`config.mk`:
```
export PLATFORM = sky130hd
export DESIGN_NAME = mem_access_arbiter
export DESIGN_NICKNAME = d
export VERILOG_FILES = /design/src/rtl/mem_access_arbiter.sv
export SDC_FILE = /design/constraint.sdc
export NUM_CORES = 1
export LEC_CHECK = 0
export ABC_AREA = 1
export ABC_CLOCK_PERIOD_IN_PS = 2580
export CAP_MARGIN = 20
export CORE_MARGIN = 2
export CORE_UTILIZATION = 41
export CTS_CLUSTER_SIZE = 30
export DETAILED_ROUTE_END_ITERATION = 6
export PLACE_DENSITY = 0.81
export SLEW_MARGIN = 20
export SYNTH_ARGS = -nofsm -noshare
export SYNTH_HDL_FRONTEND = slang
export SYNTH_SLANG_ARGS = --single-unit
```
`constraint.sdc`:
```
create_clock -name clk -period 2.58 [get_ports clk]
set_input_delay 0.387 -clock clk [delete_from_list [all_inputs] [get_ports clk]]
set_output_delay 0.387 -clock clk [all_outputs]
set_load 0.01 [all_outputs]
```
`src/rtl/mem_access_arbiter.sv`:
```
// mem_access_arbiter
// Shares the single-ported main memory between the instruction-fetch
// requester and the data (load/store) requester with round-robin
// arbitration. Each access runs IDLE -> ACCESS -> DONE; a completed read
// pulses mdr_write so the MDR captures memory read data in the DONE cycle.
// Optional feature: define MEM_ARB_TIMEOUT_EN to abort an access that has
// waited TIMEOUT cycles without mem_ready (reported with an err pulse).
module mem_access_arbiter #(
  parameter int ADDR_W  = 32,
  parameter int DATA_W  = 32,
  parameter int TIMEOUT = 255
) (
  input  logic              clk,
  input  logic              reset,
  input  logic              if_req,
  input  logic [ADDR_W-1:0] if_addr,
  output logic              if_gnt,
  output logic              if_done,
  input  logic              d_req,
  input  logic              d_we,
  input  logic [ADDR_W-1:0] d_addr,
  input  logic [DATA_W-1:0] d_wdata,
  output logic              d_gnt,
  output logic              d_done,
  output logic              mem_en,
  output logic              mem_we,
  output logic [ADDR_W-1:0] mem_addr,
  output logic [DATA_W-1:0] mem_wdata,
  input  logic              mem_ready,
  output logic              mdr_write,
  output logic              err
);

  typedef enum logic [1:0] {
    S_IDLE   = 2'd0,
    S_ACCESS = 2'd1,
    S_DONE   = 2'd2
  } state_e;

  localparam logic OWN_IF = 1'b0;
  localparam logic OWN_D  = 1'b1;

  state_e            state_q;
  logic              last_owner_q;
  logic              owner_q;
  logic              we_q;
  logic [ADDR_W-1:0] addr_q;
  logic [DATA_W-1:0] wdata_q;
  logic              if_gnt_q;
  logic              d_gnt_q;
  logic              if_done_q;
  logic              d_done_q;
  logic              mem_en_q;
  logic              mem_we_q;
  logic              mdr_write_q;

  logic              grant_if;
  logic              grant_d;

`ifdef MEM_ARB_TIMEOUT_EN
  // Count value at which the next wait cycle would reach TIMEOUT.
  localparam logic [7:0] TIMEOUT_LAST = 8'(TIMEOUT - 1);
  logic [7:0] cnt_q;
  logic       err_q;
`else
  // TIMEOUT only matters when the abort feature is built in.
  logic [7:0] timeout_unused;
  assign timeout_unused = 8'(TIMEOUT);
`endif

  // Round-robin pick: a lone request wins; on contention the requester
  // that did not own the previous access wins.
  always_comb begin
    grant_if = 1'b0;
    grant_d  = 1'b0;
    if (if_req && d_req) begin
      if (last_owner_q == OWN_D) begin
        grant_if = 1'b1;
      end else begin
        grant_d = 1'b1;
      end
    end else if (if_req) begin
      grant_if = 1'b1;
    end else if (d_req) begin
      grant_d = 1'b1;
    end else begin
      grant_if = 1'b0;
      grant_d  = 1'b0;
    end
  end

  // Access sequencer: state, captured access and all registered strobes.
  always_ff @(posedge clk or posedge reset) begin
    if (reset) begin
      state_q      <= S_IDLE;
      last_owner_q <= OWN_D;
      owner_q      <= OWN_IF;
      we_q         <= 1'b0;
      addr_q       <= '0;
      wdata_q      <= '0;
      if_gnt_q     <= 1'b0;
      d_gnt_q      <= 1'b0;
      if_done_q    <= 1'b0;
      d_done_q     <= 1'b0;
      mem_en_q     <= 1'b0;
      mem_we_q     <= 1'b0;
      mdr_write_q  <= 1'b0;
`ifdef MEM_ARB_TIMEOUT_EN
      cnt_q        <= 8'd0;
      err_q        <= 1'b0;
`endif
    end else begin
      // Pulses default low; they are raised for exactly one cycle below.
      if_gnt_q    <= 1'b0;
      d_gnt_q     <= 1'b0;
      if_done_q   <= 1'b0;
      d_done_q    <= 1'b0;
      mdr_write_q <= 1'b0;
`ifdef MEM_ARB_TIMEOUT_EN
      err_q       <= 1'b0;
`endif
      case (state_q)
        S_IDLE: begin
          if (grant_if) begin
            addr_q       <= if_addr;
            we_q         <= 1'b0;
            wdata_q      <= '0;
            owner_q      <= OWN_IF;
            last_owner_q <= OWN_IF;
            if_gnt_q     <= 1'b1;
            mem_en_q     <= 1'b1;
            mem_we_q     <= 1'b0;
            state_q      <= S_ACCESS;
`ifdef MEM_ARB_TIMEOUT_EN
            cnt_q        <= 8'd0;
`endif
          end else if (grant_d) begin
            addr_q       <= d_addr;
            we_q         <= d_we;
            wdata_q      <= d_wdata;
            owner_q      <= OWN_D;
            last_owner_q <= OWN_D;
            d_gnt_q      <= 1'b1;
            mem_en_q     <= 1'b1;
            mem_we_q     <= d_we;
            state_q      <= S_ACCESS;
`ifdef MEM_ARB_TIMEOUT_EN
            cnt_q        <= 8'd0;
`endif
          end else begin
            state_q <= S_IDLE;
          end
        end
        S_ACCESS: begin
          if (mem_ready) begin
            state_q     <= S_DONE;
            mem_en_q    <= 1'b0;
            mem_we_q    <= 1'b0;
            if_done_q   <= (owner_q == OWN_IF);
            d_done_q    <= (owner_q == OWN_D);
            mdr_write_q <= ~we_q;
          end
`ifdef MEM_ARB_TIMEOUT_EN
          else if (cnt_q == TIMEOUT_LAST) begin
            // Abort: the requester still sees done, but no read data is taken.
            state_q     <= S_DONE;
            mem_en_q    <= 1'b0;
            mem_we_q    <= 1'b0;
            if_done_q   <= (owner_q == OWN_IF);
            d_done_q    <= (owner_q == OWN_D);
            mdr_write_q <= 1'b0;
            err_q       <= 1'b1;
          end else begin
            cnt_q <= cnt_q + 8'd1;
          end
`else
          else begin
            state_q <= S_ACCESS;
          end
`endif
        end
        S_DONE: begin
          state_q <= S_IDLE;
        end
        default: begin
          state_q  <= S_IDLE;
          mem_en_q <= 1'b0;
          mem_we_q <= 1'b0;
        end
      endcase
    end
  end

  assign if_gnt    = if_gnt_q;
  assign d_gnt     = d_gnt_q;
  assign if_done   = if_done_q;
  assign d_done    = d_done_q;
  assign mem_en    = mem_en_q;
  assign mem_we    = mem_we_q;
  assign mem_addr  = addr_q;
  assign mem_wdata = wdata_q;
  assign mdr_write = mdr_write_q;
`ifdef MEM_ARB_TIMEOUT_EN
  assign err       = err_q;
`else
  assign err       = 1'b0;
`endif

endmodule
```
# After elaboration in Yosys (flattened, before gate mapping)
# Index checks and enable logic that the tools add are counted.
[op_classes]
n_eq_ne = 4
muxes = 34
n_bitwise = 3
reduce_logical = 5
[op_table]
columns = ["operator", "count"]
rows = [
  ["2-to-1 mux 32 bit", 4],
  ["2-to-1 mux 1 bit", 26],
  ["one-hot mux 1 bit (3 select lines)", 2],
  ["one-hot mux 2 bit (2 select lines)", 1],
  ["inequality test 3 bit (second input constant)", 1],
  ["inverter 1 bit", 3],
  ["AND reduction 3 bit", 1],
  ["equality test 2 x 1 -> 1 bit (second input constant)", 1],
  ["equality test 2 bit (second input constant)", 1],
  ["logical NOT 2 bit", 1],
  ["2-to-1 mux 2 bit", 1],
  ["inequality test 2 bit (second input constant)", 1],
  ["AND reduction 2 bit", 1],
  ["nonzero test 2 bit", 1],
  ["logical AND 1 bit", 1],
]
[word_totals]
reg_bits = 76
input_bits = 102

# Depth between registers and ports, before layout
[logic_depth]
ltp_word = 6
ltp_mapped = 7
depth_no_buf = 6

# Least setup slack after synthesis
# OpenSTA, ideal clock, no wires.
[synth_path]
kind = "in2reg"
startpoint = "in if_req"
endpoint = "reg wdata_q[0] (netlist: mem_wdata[0])"
setup_ps = 117
arrival_ps = 1133
slack_ps = 1330
cell_stages = 7
n_path_buf = 3
path_cell_list = "buf_4 nor2_2 nor2_4 buf_4 buf_4 nand3_1 nand2_1"
[synth_between]
elab_chain_cells = 4
word_cells_on_any_way = 8
classes_between = "5 x mux; 3 x reduce/logical"
[synth_lines]
columns = ["item", "line_no", "rtl"]
rows = [
  ["start, declared", "15", "input logic if_req,"],
  ["2-to-1 mux 1 bit / logical AND 1 bit (equally long branches)", "82, 76", ""],
  ["2-to-1 mux 1 bit", "76", "if (if_req && d_req) begin"],
  ["nonzero test 2 bit (no line)", "-", ""],
  ["AND reduction 2 bit (no line)", "-", ""],
  ["end signal, assigned", "140", "wdata_q <= d_wdata;"],
  ["end, declared", "48", "logic [DATA_W-1:0] wdata_q;"],
]
# Parallel ways exist; a longest one is shown, timed or not.
# A chain may end at the register's enable or synchronous reset.

# Final worst setup path
[layout_path]
startpoint = "reg wdata_q[24] (netlist: mem_wdata[24])"
endpoint = "out mem_wdata[24]"
[layout_lines]
columns = ["item", "line_no", "rtl"]
rows = [
  ["end, declared", "28", "output logic [DATA_W-1:0] mem_wdata,"],
]
# No word-level cell between the ends.

==> flow_summary.ini <==
[logic_synthesis]
seq_area_frac_synth_pct = 53.7
ys_seq_elements = 76
synth_cells = 458
syn_area_mm2 = 0.00354
syn_avg_cell_area_um2 = 7.73
syn_nets = 560
yosysWarnings = 0
synth.distinct_cells = 17

[sta]
hold_viol = 0
fin_crit_sh_pct = 64.2
slew_violations = 0
slew_headroom_pct = 64.1
finClkSkew_ps = 8.56
final.min_clock_period_ps = 1660
rsz0062_at_grt = no
tns_ps = 0
holdWs_ps = 409
tightest_slew_ps = 538
finalSetupViolCount = 0
fmax_ghz = 0.604

[cells_and_area]
utilization_pct = 67.3
multi_input_area_mm2 = 0.00122
fillerInstances = 696
regArea_mm2 = 0.00190
num_antenna_cells = 0
layout.nets = 724
layout-drive-gt1-share_pct = 5.10
syn_to_final_growth_pct = 57.6

[floorplanning]
ioPinCount = 174
die_w_um = 97.0
core-area_mm2 = 0.00830
rows = 33
start_util_pct = 42.7
die_h_um = 97.0
die-area_mm2 = 0.00940

[global_route]
grt_pass1_wl_um = 16700
grt_pass1_vias = 3459
grt_usage_pct = 21.5
grt_max_degree = 69
antenna_found_initial = 0
grt-ovfl-total = 0

[clock_tree]
cts-root-buf = clkbuf_8
insertion_delay_ps = 330
cts_resized = 0
clkSlewWorstSetupHoldPaths_ps = 90
cts_buffer_depth = 2
cts-buffers-inserted = 9
h-tree-depth = 3
cts_hold_buf = 0
cts_tree = yes
cts_sinks = 76
postCtsSetupRepairBufs = 0

[worst_setup_path]
crit_path_end_kind = primary output
worst_setup_path_start_kind = flop
crit_arrival_ps = 1270
crit_type = reg -> out
critical-path-top-delay-family = buffers and inverters
cp_num_buf_inv = 1
crit_fanout = 2
cp_cell_sequence = clkdlybuf4s50_1
worstPathRequired_ps = 2190
crit_slowest_cell = clkdlybuf4s50_1
cpPeakStageDelay_ps = 570

[route]
wl_per_cell_um = 13.8
vias = 3500
drt_iter0_markers = 147
avgViaCountPerCell = 4.78
ant_nets = 0
drc_errors = 0
routed_wl_um = 10100
first_pass_iters = 4

[power]
seqPwrFrac_pct = 35.1
p_per_area_mw_per_mm2 = 1040
power.switching_mw = 2.07
p_leak_nw = 2.90
p_clk_share_pct = 18.4
ir_drop_uv = 505
p_sw_share_pct = 35.7
p_int_mw = 3.73
combPwrFrac_pct = 46.4

[run]
drv_cap = 0

[placement]
gp_routability_congestion = 0.838
hpwl_um = 7290
io_buffer_count = 172

[worst_hold_path]
hp-class = in -> async

[outcome]
status = completed
==> cell usage after synthesis <==
library cell | n | share of area, %
nor2_2 | 1 | 0.18
nor3_1 | 3 | 0.42
dfrtp_1 | 75 | 53
nand2_2 | 1 | 0.18
dfstp_2 | 1 | 0.74
buf_2 | 9 | 1.3
o21ai_0 | 4 | 0.57
nor2_1 | 3 | 0.32
nand3_1 | 98 | 14
clkbuf_1 | 7 | 0.74
o21ai_2 | 1 | 0.25
buf_4 | 12 | 2.5
nand2_1 | 169 | 18
nor2_4 | 1 | 0.32
conb_1 | 1 | 0.11
buf_1 | 1 | 0.11
inv_1 | 71 | 7.5
==> area by class of cell <==
class,instances,area share (%)
Multi-Input combinational cell,282,21.8
Clock inverter,6,2.02
Tap cell,105,2.35
Timing Repair Buffer,182,32.6
Clock buffer,10,2.29
Inverter,71,4.80
Sequential cell,76,34.1
==> layer usage <==
| metal | up-vias | global-route usage, % | part of all wire, % |
|---|---|---|---|
| met5 | - | 0 | 0 |
| met4 | 0 | 6.93 | 1.8 |
| met3 | 16 | 4.99 | 7.5 |
| met2 | 151 | 36.9 | 50 |
| met1 | 1622 | 26.9 | 41 |
| li1 | 1711 | - | - |
==> power by group through the flow <==
stage               clock (mW)  combinational, mW  sequential [mW]
floorplan                    0               1.06             2.24
global placement             0               2.63             2.03
detailed placement           0               2.71             2.05
CTS                       1.09               2.72             2.04
global route              1.13               2.94             2.10
finish                    1.07               2.69             2.04
==> path summary, 6_finish.rpt <==
kind,from,to,slack (ps),cells after the start
setup / recovery,mem_wdata[24]$_DFFE_PP0P_,mem_wdata[24],920,1
hold / removal,reset,mem_addr[0]$_DFFE_PP0P_,410,2
setup reg to reg,last_owner_q$_DFFE_PP1P_,mem_wdata[2]$_DFFE_PP0P_,1180,6
hold reg to reg,we_q$_DFFE_PP0P_,mdr_write$_DFF_PP0_,440,1
max in group asynchronous,reset,last_owner_q$_DFFE_PP1P_,1520,3
min in group clk,we_q$_DFFE_PP0P_,mdr_write$_DFF_PP0_,440,1
==> layout by cell type (no fill, tap or decap), types with 3 or more instances in the layout <==
master             n
buf_4              8
bufinv_16          3
clkbuf_8           9
clkdlybuf4s50_1  172
dfrtp_1           75
inv_1             70
nand2_1          168
nand3_1           98
nor2_1             3
nor3_1             3
o21ai_0            4
==> metrics by stage <==
| step | cell area, um^2 | power, mW | worst slack (ps) | cells |
|---|---|---|---|---|
| detailed placement | 5340 | 4.76 | 613 | 716 |
| global placement | 5340 | 4.66 | 676 | 716 |
| CTS | 5580 | 5.85 | 905 | 732 |
| finish | 5580 | 5.80 | 923 | 732 |
| floorplan | 3540 | 3.30 | 256 | 458 |
| global route | 5580 | 6.18 | 869 | 732 |
==> cell families (layout without fill, tap and decap cells) <==
| group | after synthesis | after routing | share of synthesized area (%) |
|---|---|---|---|
| and+or+nand+nor | 276 | 276 | 33.2 |
| buffers and inverters | 100 | 269 | 12.2 |
| DFF | 76 | 76 | 53.7 |
| AOI/OAI and AO/OA | 5 | 5 | 0.813 |
| other | 1 | 1 | 0.106 |
(Power assumes the default switching activity.)
